[src/rtl/alu_arb_pkg.sv]
// Shared types and constants for the two-requester ALU arbiter.
package alu_arb_pkg;

    typedef enum logic [1:0] {
        S_IDLE   = 2'd0,
        S_ISSUE  = 2'd1,
        S_WAIT   = 2'd2,
        S_RETURN = 2'd3
    } arb_state_e;

    localparam logic [1:0] OP_ADD = 2'd0;
    localparam logic [1:0] OP_SUB = 2'd1;
    localparam logic [1:0] OP_MUL = 2'd2;
    localparam logic [1:0] OP_DIV = 2'd3;

    localparam int DEF_DATA_WIDTH     = 16;
    localparam int DEF_TIMEOUT_CYCLES = 255;

endpackage

[src/rtl/alu_arbiter_rr_pick2.sv]
// Two-way round-robin picker: on a tie, the side that did not win last time wins.
module rr_pick2 (
    input  logic i_valid0,
    input  logic i_valid1,
    input  logic i_last,
    output logic o_grant,
    output logic o_any
);

    always_comb begin
        o_any   = i_valid0 | i_valid1;
        o_grant = 1'b0;
        if (i_valid0 && i_valid1) begin
            o_grant = ~i_last;
        end else if (i_valid1) begin
            o_grant = 1'b1;
        end
    end

endmodule

[src/rtl/alu_arbiter.sv]
// Shares one multi-cycle ALU between two requesters, one transaction at a time.
// Optional issue timeout enabled with `define ALU_ARB_TIMEOUT_EN.
module alu_arbiter
    import alu_arb_pkg::*;
#(
    parameter int DATA_WIDTH     = DEF_DATA_WIDTH,
    parameter int TIMEOUT_CYCLES = DEF_TIMEOUT_CYCLES
) (
    input  logic                  clk,
    input  logic                  rst,
    input  logic [DATA_WIDTH-1:0] i_req0_a,
    input  logic [DATA_WIDTH-1:0] i_req0_b,
    input  logic [1:0]            i_req0_op,
    input  logic                  i_req0_signed,
    input  logic                  i_req0_valid,
    output logic                  o_req0_ready,
    output logic [DATA_WIDTH-1:0] o_req0_result,
    output logic                  o_req0_error,
    output logic                  o_req0_result_valid,
    input  logic                  i_req0_result_ready,
    input  logic [DATA_WIDTH-1:0] i_req1_a,
    input  logic [DATA_WIDTH-1:0] i_req1_b,
    input  logic [1:0]            i_req1_op,
    input  logic                  i_req1_signed,
    input  logic                  i_req1_valid,
    output logic                  o_req1_ready,
    output logic [DATA_WIDTH-1:0] o_req1_result,
    output logic                  o_req1_error,
    output logic                  o_req1_result_valid,
    input  logic                  i_req1_result_ready,
    output logic [DATA_WIDTH-1:0] o_alu_input_a,
    output logic [DATA_WIDTH-1:0] o_alu_input_b,
    output logic [1:0]            o_alu_input_op,
    output logic                  o_alu_input_signed,
    output logic                  o_alu_input_valid,
    input  logic                  i_alu_input_ready,
    input  logic [DATA_WIDTH-1:0] i_alu_result,
    input  logic                  i_alu_error,
    input  logic                  i_alu_valid,
    output logic                  o_alu_result_ready,
    output logic                  o_busy,
    output logic                  o_grant
);

    arb_state_e            state_q, state_d;
    logic                  grant_q, grant_d;
    logic [DATA_WIDTH-1:0] a_q, a_d;
    logic [DATA_WIDTH-1:0] b_q, b_d;
    logic [1:0]            op_q, op_d;
    logic                  signed_q, signed_d;
    logic [DATA_WIDTH-1:0] result_q, result_d;
    logic                  error_q, error_d;
    logic                  pick;
    logic                  pick_any;
    logic                  owner_ready;
    logic                  timeout_hit;

    rr_pick2 u_pick (
        .i_valid0 (i_req0_valid),
        .i_valid1 (i_req1_valid),
        .i_last   (grant_q),
        .o_grant  (pick),
        .o_any    (pick_any)
    );

`ifdef ALU_ARB_TIMEOUT_EN
    localparam int CNT_W = ($clog2(TIMEOUT_CYCLES + 1) > 8) ?
                           $clog2(TIMEOUT_CYCLES + 1) : 8;
    localparam logic [CNT_W-1:0] CNT_LAST = CNT_W'(TIMEOUT_CYCLES - 1);

    logic [CNT_W-1:0] cnt_q, cnt_d;

    always_comb begin
        cnt_d = '0;
        if (state_q == S_ISSUE) begin
            cnt_d = cnt_q + 1'b1;
        end
    end

    always_ff @(posedge clk) begin
        if (rst) begin
            cnt_q <= '0;
        end else begin
            cnt_q <= cnt_d;
        end
    end

    assign timeout_hit = (cnt_q == CNT_LAST);
`else
    // Without the timeout the ISSUE state simply waits for the ALU.
    logic [31:0] unused_timeout;
    assign unused_timeout = 32'(TIMEOUT_CYCLES);
    assign timeout_hit    = 1'b0;
`endif

    assign owner_ready = grant_q ? i_req1_result_ready : i_req0_result_ready;

    always_comb begin
        state_d      = state_q;
        grant_d      = grant_q;
        a_d          = a_q;
        b_d          = b_q;
        op_d         = op_q;
        signed_d     = signed_q;
        result_d     = result_q;
        error_d      = error_q;
        o_req0_ready = 1'b0;
        o_req1_ready = 1'b0;
        unique case (state_q)
            S_IDLE: begin
                if (pick_any && !rst) begin
                    o_req0_ready = ~pick;
                    o_req1_ready = pick;
                    grant_d      = pick;
                    a_d          = pick ? i_req1_a : i_req0_a;
                    b_d          = pick ? i_req1_b : i_req0_b;
                    op_d         = pick ? i_req1_op : i_req0_op;
                    signed_d     = pick ? i_req1_signed : i_req0_signed;
                    state_d      = S_ISSUE;
                end
            end
            S_ISSUE: begin
                if (i_alu_input_ready) begin
                    state_d = S_WAIT;
                end else if (timeout_hit) begin
                    result_d = '0;
                    error_d  = 1'b1;
                    state_d  = S_RETURN;
                end
            end
            S_WAIT: begin
                if (i_alu_valid) begin
                    result_d = i_alu_result;
                    error_d  = i_alu_error;
                    state_d  = S_RETURN;
                end
            end
            S_RETURN: begin
                if (owner_ready) begin
                    state_d = S_IDLE;
                end
            end
            default: state_d = S_IDLE;
        endcase
    end

    always_ff @(posedge clk) begin
        if (rst) begin
            state_q  <= S_IDLE;
            grant_q  <= 1'b1;
            a_q      <= '0;
            b_q      <= '0;
            op_q     <= '0;
            signed_q <= 1'b0;
            result_q <= '0;
            error_q  <= 1'b0;
        end else begin
            state_q  <= state_d;
            grant_q  <= grant_d;
            a_q      <= a_d;
            b_q      <= b_d;
            op_q     <= op_d;
            signed_q <= signed_d;
            result_q <= result_d;
            error_q  <= error_d;
        end
    end

    assign o_alu_input_a      = a_q;
    assign o_alu_input_b      = b_q;
    assign o_alu_input_op     = op_q;
    assign o_alu_input_signed = signed_q;
    assign o_alu_input_valid  = (state_q == S_ISSUE);
    assign o_alu_result_ready = (state_q == S_WAIT);
    assign o_busy             = (state_q != S_IDLE);
    assign o_grant            = grant_q;

    // Result data is only ever shown on the owner's channel.
    assign o_req0_result_valid = (state_q == S_RETURN) && !grant_q;
    assign o_req1_result_valid = (state_q == S_RETURN) && grant_q;
    assign o_req0_result       = grant_q ? '0 : result_q;
    assign o_req1_result       = grant_q ? result_q : '0;
    assign o_req0_error        = !grant_q && error_q;
    assign o_req1_error        = grant_q && error_q;

endmodule

[config.mk]
export PLATFORM = sky130hd
export DESIGN_NAME = alu_arbiter
export DESIGN_NICKNAME = d
export VERILOG_FILES = /design/src/rtl/alu_arb_pkg.sv /design/src/rtl/alu_arbiter_rr_pick2.sv /design/src/rtl/alu_arbiter.sv
export SDC_FILE = /design/constraint.sdc
export NUM_CORES = 1
export LEC_CHECK = 0
export CORE_MARGIN = 8
export CORE_UTILIZATION = 36
export CTS_CLUSTER_DIAMETER = 120
export DETAILED_ROUTE_END_ITERATION = 8
export PLACE_DENSITY = 0.87
export SYNTH_ARGS = -nofsm -noshare
export SYNTH_HDL_FRONTEND = slang
export SYNTH_SLANG_ARGS = --single-unit
[constraint.sdc]
create_clock -name clk -period 2.4 [get_ports clk]
set_clock_uncertainty 0.2 [all_clocks]
set_input_delay 0.48 -clock clk [delete_from_list [all_inputs] [get_ports clk]]
set_output_delay 0.48 -clock clk [all_outputs]
set_load 0.02 [all_outputs]
After elaboration in Yosys (flattened, before gate mapping)
Index checks and enable logic that the tools add are counted.
{"block": "totals", "latchBits": 0, "romBits": 0, "elab_cells": 49, "memories": 0, "ramBits": 0, "regBits": 55, "output_inout_bits": 77}
{"block": "op_classes", "n_addsub": 0, "mux": 18, "reduce_logical": 13, "div": 0, "n_shift": 0, "n_eq_ne": 7, "bitwise": 3, "multipliers": 0, "n_lt_le_gt_ge": 0}
{"cell": "two-way mux 16 bit", "count": 4}
{"cell": "two-way mux 2 bit", "count": 5}
{"cell": "two-way mux 1 bit", "count": 8}
{"cell": "case mux 2 bit (4 select lines)", "count": 1}
{"cell": "logical AND 1 bit", "count": 6}
{"cell": "!= test 2 bit (second input constant)", "count": 3}
{"cell": "== test 2 bit (second input constant)", "count": 2}
{"cell": "AND reduction 2 bit", "count": 2}
{"cell": "AND reduction 4 bit", "count": 1}
{"cell": "== test 2 x 1 -> 1 bit (second input constant)", "count": 1}
{"cell": "logical NOT 1 bit", "count": 2}
{"cell": "logical NOT 2 bit", "count": 1}
{"cell": "!= test 2 x 1 -> 1 bit (second input constant)", "count": 1}
{"cell": "inverter 1 bit", "count": 2}
{"cell": "nonzero test 2 bit", "count": 1}
{"cell": "OR 1 bit", "count": 1}

Depth between registers and ports, before layout
Gate-level depths: netlist of run 1.
{"block": "logic_depth", "depth_word": 5, "ltp_mapped": 7, "ltp_nobuf": 6}

By module
Synthesis of run 1 repeated with hierarchy kept, for this count alone.
{"block": "unflattened", "cells_unflattened": 299, "hier_area_um2": 2578.7}
{"mod": "alu_arbiter", "area_each_um2": 2565.0, "instances": 1, "cells_per_inst": 297}
{"mod": "rr_pick2", "area_each_um2": 13.8, "instances": 1, "cells_per_inst": 2}

Worst setup path before layout of run 1
OpenSTA, ideal clock, no wires.
{"block": "synth_timing", "path_type": "input-to-output", "from": "input port i_req1_valid", "to": "output port o_req0_ready", "required_ns": 1.720, "path_buffers": 2, "arrival_ns": 1.431, "slack_ns": 0.289, "stages": 4, "cell_sequence": "a21boi_1 > buf_4 > buf_6 > nor3_1"}
{"block": "synth_between", "elab_chain_len": 5, "elab_cells_between_ends": 8, "cone_classes": "mux: 4; bitwise: 2; reduce/logical: 2"}
{"element": "from (decl)", "line": "alu_arbiter.sv:25", "rtl": "input logic i_req1_valid,"}
{"element": "two-way mux 1 bit or logical AND 1 bit (tied branches)", "line": "alu_arbiter_rr_pick2.sv:15, alu_arbiter_rr_pick2.sv:13"}
{"element": "two-way mux 1 bit", "line": "alu_arbiter_rr_pick2.sv:13", "rtl": "if (i_valid0 && i_valid1) begin"}
{"element": "inverter 1 bit", "line": "alu_arbiter.sv:112", "rtl": "o_req0_ready = ~pick;"}
{"element": "two-way mux 1 bit *", "line": "alu_arbiter.sv:111", "rtl": "if (pick_any && !rst) begin"}
{"element": "two-way mux 1 bit *", "line": "alu_arbiter.sv:109", "rtl": "unique case (state_q)"}
{"element": "to (decl)", "line": "alu_arbiter.sv:16", "rtl": "output logic o_req0_ready,"}
Every way passes the cells marked *; elsewhere a longest branch is shown, timed or not.

Worst setup path after layout of run 1
{"block": "layout_timing", "from": "input port i_req0_valid", "to": "output port o_req1_ready"}
{"block": "layout_between", "elab_chain_len": 4, "elab_cells_between_ends": 6, "cone_classes": "mux: 3; bitwise: 1; reduce/logical: 2"}
{"element": "from (decl)", "line": "alu_arbiter.sv:15", "rtl": "input logic i_req0_valid,"}
{"element": "logical AND 1 bit or OR 1 bit (tied branches)", "line": "alu_arbiter_rr_pick2.sv:13, alu_arbiter_rr_pick2.sv:11"}
{"element": "two-way mux 1 bit or logical AND 1 bit (tied branches)", "line": "alu_arbiter_rr_pick2.sv:13, alu_arbiter.sv:111"}
{"element": "two-way mux 1 bit *", "line": "alu_arbiter.sv:111"}
{"element": "two-way mux 1 bit *", "line": "alu_arbiter.sv:109"}
{"element": "to (decl)", "line": "alu_arbiter.sv:26", "rtl": "output logic o_req1_ready,"}
Marked as above.

==> flow_summary_export.csv, run 1 <==
group,metric,value,unit
yosys,yosysTopAreaCell,"dfxtp_1",
worst_setup_path,crit_required,1.72,ns
timing,hold_violations,0,
power,total_power,3.30,mW
yosys,avgSynthCellArea,8.68,um2
min_path,holdPathStages,2,
timing,rsz0062_at_grt,"no",
power,power_density,738,nW/um2
yosys,syn_nets,397,
floorplanning,die_area,10200,um2
timing,setup_viol,0,
yosys,yosys_warnings,0,
routing,vias,2578,
status,status,"finished, final reports clean",
clock_network,cts_buffers,5,
placement,gp_congestion,0.764,
yosys,netlist_top_cells_area,"dfxtp_1, mux2i_1, a211oi_1",
floorplanning,core-area,7100,um2
floorplanning,pin_count,172,
layout,drive_gt1_frac,0.0478,
clock_network,cts_tree,"yes",
routing,drtAntennaViolNets,0,
clock_network,insertion_delay,0.29,ns
worst_setup_path,timing.rr.end,"o_grant",
worst_setup_path,reg2regPathDepth,7,
yosys,synthesis.instances,298,
yosys,synth_edf_count,0,
clock_network,cts_hold_buf,0,
worst_setup_path,critical_path.max_fanout,4,
routing,routed_wirelength,8.04,mm
yosys,ys_top_cells_by_count,"dfxtp_1, a211oi_1, mux2i_1, nand2_1, nor2_1",
layout,n_antenna_cell,0,
grt,track_usage,0.152,
yosys,synth_ff_type,"dfxtp_1",
floorplanning,die_h,101,um
flow_run,max-cap-violations,0,
grt,gr-total-overflow,0,
yosys,yosysSeqAreaShare,0.426,
clock_network,htree_num_levels,2,
power,ir_drop,317,uV
floorplanning,start_util,0.365,
grt,grt_pass1_wl,12.5,mm
timing,post-route-period-util,0.984,
yosys,ys_async_sr_fraction,0,
clock_network,clock_path_buffers,2,
grt,grt_pass1_vias,2645,
layout,nets,558,
routing,drtIter0Drc,44,
min_path,min_to,"result_q[15]",
worst_setup_path,reg2reg_from,"state_q[1]",
grt,antenna_found_initial,0,
timing,tns,0,ns
floorplanning,rows,31,
clock_network,postCtsSetupBuffers,0,
worst_setup_path,critPathArrivalTime,1.68,ns
grt,grt_max_degree,72,
floorplanning,dieWidth,101,um
yosys,yosys.area.top_type_share,0.426,
timing,max_freq,423,MHz
clock_network,clk_pin_slew,0.09,ns
timing,tightestPinTransition,0.642,ns
min_path,hp-class,"reg -> reg",
clock_network,cts-root-buf,"clkbuf_8",
clock_network,cts.sinks,55,
yosys,synth.most_common_cell,"dfxtp_1",
worst_setup_path,reg2reg_slack,0.30,ns
worst_setup_path,path_class,"in -> out",
timing,drv_slew,0,
timing,relSlewSlack,0.572,
routing,drt_first_pass_iters,6,
timing,finalWorstPathRequiredPeriod,2.36,ns
routing,drc_errors,0,
placement,portBuffers,171,
placement,hpwlAfterDp,6.55,mm
layout,syn2layout_area_growth,72.5,%
min_path,hp-start,"result_q[15]",
yosys,syn-cell-area,2590,um2
routing,viasPerCell,4.61,
yosys,synth.distinct_cells,25,
power,p_leak,1.67,nW
yosys,synth-seq-cells,55,
worst_setup_path,cp-start-kind,"input port",
worst_setup_path,cp-end-kind,"output pin",
routing,wire_per_inst,14.4,um
==> kinds of logic (layout without fill, tap and decap cells) <==
group / after synthesis / count (layout) / synth area share
flip-flops: 55 / 55 / 0.426
buffers and inverters: 29 / 191 / 0.0546
AND/OR/NAND/NOR: 115 / 115 / 0.207
multiplexers: 36 / 36 / 0.139
AO/OA/AOI/OAI: 59 / 59 / 0.154
adder cells (fa/ha/maj): 4 / 4 / 0.0193
==> layout by cell type, fill, tap and decap left out, drive strengths merged <==
cell,instances
mux2i,36
a21oi,19
nor2b,19
dfxtp,55
and2,20
dlygate4sd2,3
o21bai,1
nor2,37
clkinvlp,1
nand2,36
a222oi,1
a211oi,36
nand3,1
inv,4
dlymetal6s2s,2
nor3,1
clkdlybuf4s50,163
or3,1
clkinv,2
a21o,1
a21boi,1
clkdlybuf4s15,1
buf,8
clkbuf,7
ha,4
==> metrics by stage <==
stage | hold WS, ns | area [um2] | setup WS, ns | std cells | utilization
after floorplan | 0.240 | 2590 | 0.289 | 298 | -
after global placement | 0.247 | 4380 | -0.247 | 551 | 0.617
after detailed placement | 0.255 | 4380 | -0.303 | 551 | 0.617
after CTS | 0.267 | 4460 | 0.00159 | 559 | 0.629
after global routing | 0.294 | 4460 | 0.00111 | 559 | 0.629
final | 0.266 | 4460 | 0.0380 | 559 | 0.629
==> cell type report <==
type	count	area [um2]
Fill cell	641	2630
Timing Repair Buffer	178	1770
Multi-Input combinational cell	214	1370
Sequential cell	55	1100
Tap cell	99	124
Clock buffer	6	72.6
Inverter	5	18.8
Clock inverter	2	12.5
==> metal layers <==
metal | share of wire | up-vias | GRT usage
met5 | 0 | - | 0
met3 | 0.10 | 4 | 0.0704
met4 | 0.0050 | 0 | 0.0279
met1 | 0.41 | 1125 | 0.161
met2 | 0.48 | 116 | 0.270
li1 | - | 1333 | -
==> flip-flops by register name, indices dropped and copies added, names as in the netlist <==
register,flops
o_alu_input_op,2
o_grant,1
state_q,2
o_alu_input_b,16
result_q,16
o_alu_input_signed,1
o_alu_input_a,16
error_q,1
==> report_power, final <==
group          switching (mW)  total, mW  internal [mW]
Sequential              0.113       1.23           1.11
Combinational           0.826       1.58          0.758
Clock                   0.280      0.485          0.205
Total                    1.22       3.30           2.08
==> worst max-delay path by stage <==
stage                            end  slack (ns)  cells after the start          from
finish                  o_req1_ready        0.04                      5  i_req0_valid
global route            o_req1_ready       0.001                      5  i_req0_valid
CTS                 o_req1_result[4]       0.002                      3       o_grant
detailed placement      o_req1_ready       -0.30                      5  i_req1_valid
global placement        o_req1_ready       -0.25                      5  i_req0_valid
floorplan               o_req0_ready        0.29                      4  i_req1_valid
==> timing repair <==
item / CTS / global route
cloned: 0 / 0
endpoints found under the setup margin: 5 / 18
gates resized for setup: 8 / 6
pin swaps: 0 / 0
==> worst max-delay path: stages <==
cell and delay [ns]:
clkdlybuf4s50_1 0.44, buf_4 0.16, a21boi_4 0.17, and2_1 0.16
clkdlybuf4s15_2 0.27
No activity file was read; power rests on OpenSTA's default activity.
==> inputs of run 2 (changes only) <==
--- a/config.mk
+++ b/config.mk
@@ -11,4 +11,5 @@
 export DETAILED_ROUTE_END_ITERATION = 8
 export PLACE_DENSITY = 0.87
+export SLEW_MARGIN = 40
 export SYNTH_ARGS = -nofsm -noshare
 export SYNTH_HDL_FRONTEND = slang
==> constraint.sdc (replaced) <==
create_clock -name clk -period 2.4 [get_ports clk]
set_clock_uncertainty 0.2 [all_clocks]
set_input_delay 0.48 -clock clk [delete_from_list [all_inputs] [get_ports clk]]
set_output_delay 0.48 -clock clk [all_outputs]
set_load 0.05 [all_outputs]
==> run 2 against run 1 <==
- die area unchanged
- combinational power increased by 42%
- setup slack improved by 0.033 ns
- critical path type unchanged
- sequential share of layout area decreased by 1.1 points
- via count increased by 2.6%
- worst hold slack improved by 0.0013 ns
==> flow_summary_export.csv, run 2 (same netlist as run 1, synthesis figures left out) <==
group,metric,value,unit
timing,drv_slew,0,
floorplanning,die_h,101,um
worst_setup_path,cp_slowest_cell,"clkdlybuf4s50_1",
worst_setup_path,reg2regPathDepth,8,
power,seq_power_share,0.311,
power,ir_drop,380,uV
routing,drtAntennaViolNets,0,
layout,fin_util,0.657,
clock_network,cts.sinks,55,
flow_run,max-cap-violations,0,
grt,grt_pass1_vias,2733,
worst_setup_path,critPathArrivalTime,1.65,ns
clock_network,clock_path_buffers,2,
clock_network,htree_num_levels,2,
worst_setup_path,reg2reg_from,"state_q[0]",
min_path,hp-class,"reg -> reg",
worst_setup_path,crit_required,1.72,ns
layout,instances_no_fill,559,
grt,track_usage,0.165,
grt,grt_pass1_wl,13.5,mm
floorplanning,pin_count,172,
worst_setup_path,path_class,"in -> out",
placement,place_area,4580,um2
power,power.internal,2.20,mW
floorplanning,rows,31,
power,total_power,3.96,mW
floorplanning,start_util,0.365,
floorplanning,dieWidth,101,um
clock_network,cts_buffers,5,
placement,dp_slack,-0.00146,ns
routing,drt_first_pass_iters,4,
floorplanning,core-area,7100,um2
timing,post-route-period-util,0.970,
power,combPwrFrac,0.568,
grt,antenna_found_initial,0,
timing,finalWorstSetupSlack,0.0710,ns
layout,drive_gt1_frac,0.133,
floorplanning,die_area,10200,um2
worst_setup_path,cp-end-kind,"output pin",
timing,finalWorstPathRequiredPeriod,2.33,ns
worst_setup_path,cp_cell_sequence,"clkdlybuf4s50_1, o21bai_1, nor2_4, and2_1, buf_12",
power,power_frac_clock,0.121,
layout,final_common_cell,"clkdlybuf4s50_1",
worst_setup_path,reg2reg_slack,0.40,ns
routing,vias,2646,
clock_network,cts-root-buf,"clkbuf_8",
timing,setup_viol,0,
power,power_density,849,nW/um2
placement,place_inst,551,
grt,grt_max_degree,56,
layout,nets,558,
power,power_switching_share,0.444,
min_path,holdPathStages,2,
routing,drtIter0Drc,45,
layout,n_antenna_cell,0,
worst_setup_path,timing.rr.end,"o_alu_input_a[9]",
layout,fillers,592,
timing,tightestPinTransition,0.584,ns
timing,relSlewSlack,0.610,
placement,portBuffers,171,
clock_network,cts_tree,"yes",
clock_network,clk_pin_slew,0.09,ns
layout,fin_area,4660,um2
placement,hpwlAfterDp,7.02,mm
routing,wire_per_inst,15.1,um
placement,gp_congestion,0.802,
routing,drc_errors,0,
worst_setup_path,cp-start-kind,"input port",
layout,syn2layout_area_growth,80.3,%
status,status,"finished, final reports clean",
min_path,min_to,"result_q[2]",
timing,rsz0062_at_grt,"no",
clock_network,insertion_delay,0.29,ns
worst_setup_path,max_stage_delay,0.47,ns
layout,multi_input_area,1370,um2
layout,seq_area,1100,um2
routing,routed_wirelength,8.44,mm
min_path,hp-start,"result_q[2]",
power,power_switching,1.76,mW
worst_setup_path,critical_path.max_fanout,2,
power,p_leak,1.77,nW
timing,max_freq,429,MHz
routing,viasPerCell,4.73,
grt,gr-total-overflow,0,
layout,layout_common_cells,"clkdlybuf4s50_1, dfxtp_1",
clock_network,cts_hold_buf,0,
timing,hold_violations,0,
## run 2: changes by cell type in the layout (fill, tap and decap cells not counted), moves of 2 or more
| cell | change |
|---|---|
| buf_12 | +24 |
| buf_4 | +18 |
| clkdlybuf4s50_1 | -35 |
| dlygate4sd2_1 | -3 |
| dlymetal6s2s_1 | -2 |
## run 2: worst max path at each step
| stage | startpoint | endpoint | slack [ns] | cells after the start |
|---|---|---|---|---|
| floorplan | o_grant | o_req0_result[10] | 0.05 | 3 |
| global placement | i_req0_valid | o_req1_ready | 0.11 | 5 |
| detailed placement | i_req0_valid | o_alu_input_a[9] | -0.001 | 7 |
| CTS | state_q[0] | o_req1_ready | 0.06 | 6 |
| global route | i_req0_valid | o_req1_ready | 0.02 | 5 |
| finish | i_req0_valid | o_req1_ready | 0.07 | 5 |
## run 2: stage by stage
stage | hold slack (ns) | TNS (ns)
3_3_place_gp | 0.248 | 0
6_report | 0.267 | 0
4_1_cts | 0.270 | 0
3_5_place_dp | 0.258 | -0.00146
5_1_grt | 0.282 | 0
2_1_floorplan | 0.240 | 0
## run 2: power groups by stage
stage	Sequential [mW]	Clock, mW	Combinational [mW]
4_1_cts	1.24	0.504	2.27
6_report	1.23	0.477	2.25
2_1_floorplan	1.78	0	0.854
5_1_grt	1.26	0.532	2.39
3_5_place_dp	1.26	0	2.27
3_3_place_gp	1.24	0	2.22
## run 2: metal layers
layer,share of wire,wire length [um],GRT usage
met1,0.39,3290,0.170
met2,0.50,4200,0.298
met3,0.10,841,0.0670
met4,0.012,103,0.0453
met5,0,0,0
## run 2: cell type report
cell class                 count  area share
tap                           99      0.0266
sequential                    55       0.236
multi-input combinational    214       0.294
clock inverter                 1     0.00107
timing repair buffer         178       0.422
clock buffer                   7      0.0164
inverter                       5     0.00402
## run 2: repair_timing
item	4_1_cts	5_1_grt
endpoints found under the setup margin	0	1
gates resized for setup	0	1
buffers inserted	0	0
## run 2: critical path, delay by kind of cell
kind            cells  cell delay [ns]
compound gates      1             0.30
buf+inv             2             0.62
simple gates        2             0.24
==> inputs of run 3 (changes only) <==
- CORE_ASPECT_RATIO: default -> 2
==> run 3 against run 2 <==
- setup slack better by 0.019 ns
- non-clock buffer count is 3 higher
- routed wire length is 5.8% higher
- via count is 0.98% higher
- global-route usage is 0.68 points higher
- cell area is 2.1% higher
- clock power is 61% higher
- largest cell class unchanged
==> flow_summary_export.csv, run 3 (same netlist as run 1, synthesis figures left out) <==
group,metric,value,unit
status,status,"finished, final reports clean",
floorplanning,start_util,0.364,
placement,hpwlAfterDp,7.22,mm
worst_setup_path,crit_required,1.72,ns
timing,post-route-period-util,0.963,
power,p_leak,1.82,nW
floorplanning,dieWidth,75.9,um
worst_setup_path,critical_path.max_fanout,4,
timing,drv_slew,0,
routing,viasPerCell,4.81,
grt,grt_pass1_vias,2754,
clock_network,cts_tree,"yes",
worst_setup_path,cp_cell_sequence,"clkdlybuf4s50_1, a21boi_4, and2_1, buf_12",
layout,layout_common_cells,"clkdlybuf4s50_1, dfxtp_1",
worst_setup_path,path_class,"in -> out",
layout,final_common_cell,"clkdlybuf4s50_1",
clock_network,cts-root-buf,"clkbuf_16",
routing,vias,2672,
layout,syn2layout_area_growth,84.0,%
timing,tightestPinTransition,0.591,ns
clock_network,clk_pin_slew,0.07,ns
floorplanning,core-area,7100,um2
placement,portBuffers,171,
min_path,holdPathStages,2,
grt,grt_pass1_wl,14.1,mm
worst_setup_path,reg2reg_slack,0.46,ns
routing,drtAntennaViolNets,0,
grt,track_usage,0.172,
timing,rsz0062_at_grt,"no",
floorplanning,pin_count,172,
min_path,min_to,"result_q[14]",
worst_setup_path,cp-start-kind,"input port",
timing,setup_viol,0,
worst_setup_path,cp.depth,4,
timing,hold_violations,0,
floorplanning,die_h,136,um
routing,drtIter0Drc,122,
power,power_density,900,nW/um2
power,ir_drop,648,uV
layout,nets,561,
grt,antenna_found_initial,0,
min_path,hp-start,"result_q[14]",
worst_setup_path,reg2reg_from,"o_grant",
floorplanning,die_area,10300,um2
clock_network,cts_hold_buf,0,
min_path,hp-class,"reg -> reg",
placement,gp_congestion,0.831,
timing,tns,0,ns
routing,drc_errors,0,
clock_network,htree_num_levels,2,
timing,max_freq,433,MHz
floorplanning,rows,44,
timing,finalWorstPathRequiredPeriod,2.31,ns
clock_network,cts_buffers,5,
clock_network,insertion_delay,0.29,ns
clock_network,cts.sinks,55,
routing,wire_per_inst,16.1,um
timing,relSlewSlack,0.606,
worst_setup_path,cp_slowest_cell,"clkdlybuf4s50_1",
worst_setup_path,critPathTopFamily,"buffers and inverters",
layout,n_antenna_cell,0,
routing,routed_wirelength,8.93,mm
grt,gr-total-overflow,0,
worst_setup_path,cp-end-kind,"output pin",
layout,drive_gt1_frac,0.145,
worst_setup_path,critPathArrivalTime,1.63,ns
power,total_power,4.28,mW
flow_run,max-cap-violations,0,
worst_setup_path,timing.rr.end,"state_q[0]",
clock_network,clock_path_buffers,2,
worst_setup_path,max_stage_delay,0.50,ns
grt,grt_max_degree,71,
routing,drt_first_pass_iters,4,
worst_setup_path,reg2regPathDepth,4,
worst_setup_path,cp_num_buf_inv,2,
[run 3: changes by cell type in the layout (fill, tap and decap cells not counted)]
cell | previous run | this run
clkbuf_8 | 5 | 2
clkbuf_1 | 2 | 0
buf_4 | 24 | 27
o21bai_1 | 1 | 0
clkinvlp_4 | 0 | 1
clkbuf_16 | 0 | 5
clkinv_2 | 1 | 0
o21bai_2 | 0 | 1
[run 3: through the flow]
stage                     hold slack (ns)  cells  setup WS, ns  area, um2   util
after floorplan                     0.240    298        0.0466       2600      -
after global placement              0.247    545        0.0820       4580  0.645
after detailed placement            0.254    545        0.0702       4580  0.645
after CTS                           0.265    553        0.0428       4740  0.668
after global routing                0.286    555        0.0261       4760  0.670
final                               0.264    555        0.0899       4760  0.670
[run 3: layer usage]
metal,track usage,wire length [um],vias to the layer above
li1,-,-,1337
met2,0.264,3810,167
met3,0.0815,1110,6
met1,0.205,3900,1162
met5,0,0,-
met4,0.0527,106,0
[run 3: repair_timing]
item / CTS / global route
gates resized for setup: 0 / 2
endpoints found under the setup margin: 0 / 1
buffers inserted: 0 / 2
[run 3: final cells by class]
cell class / count / area, um2
repair buffers: 181 / 1990
well taps: 92 / 115
inverters: 5 / 18.8
clock inverters: 1 / 7.51
multi-input cells: 214 / 1380
flip-flops and latches: 55 / 1100
clock buffers: 7 / 153
fillers: 540 / 2340
[run 3: power breakdown]
part           leakage [nW]  total (mW)  internal [mW]  switching (mW)
sequential            0.451        1.24           1.11           0.124
combinational          1.29        2.28          0.892            1.38
clock                0.0761       0.769          0.444           0.325
total                  1.82        4.28           2.45            1.83
[run 3: worst register-to-register path, cell delays in order (launching register included)]
cell	delay, ns
dfxtp_1	0.69
mux2i_1	0.15
a222oi_1	0.46
a21oi_1	0.13
a211oi_1	0.23
[run 3: how the worst max path moves through the flow]
stage,startpoint,endpoint,slack (ns)
2_1_floorplan,o_grant,o_req0_result[10],0.05
3_3_place_gp,i_req0_valid,o_req1_ready,0.08
3_5_place_dp,i_req0_valid,o_req1_ready,0.07
4_1_cts,state_q[0],o_req1_ready,0.04
5_1_grt,i_req1_valid,o_req1_ready,0.03
6_report,i_req1_valid,o_req1_ready,0.09
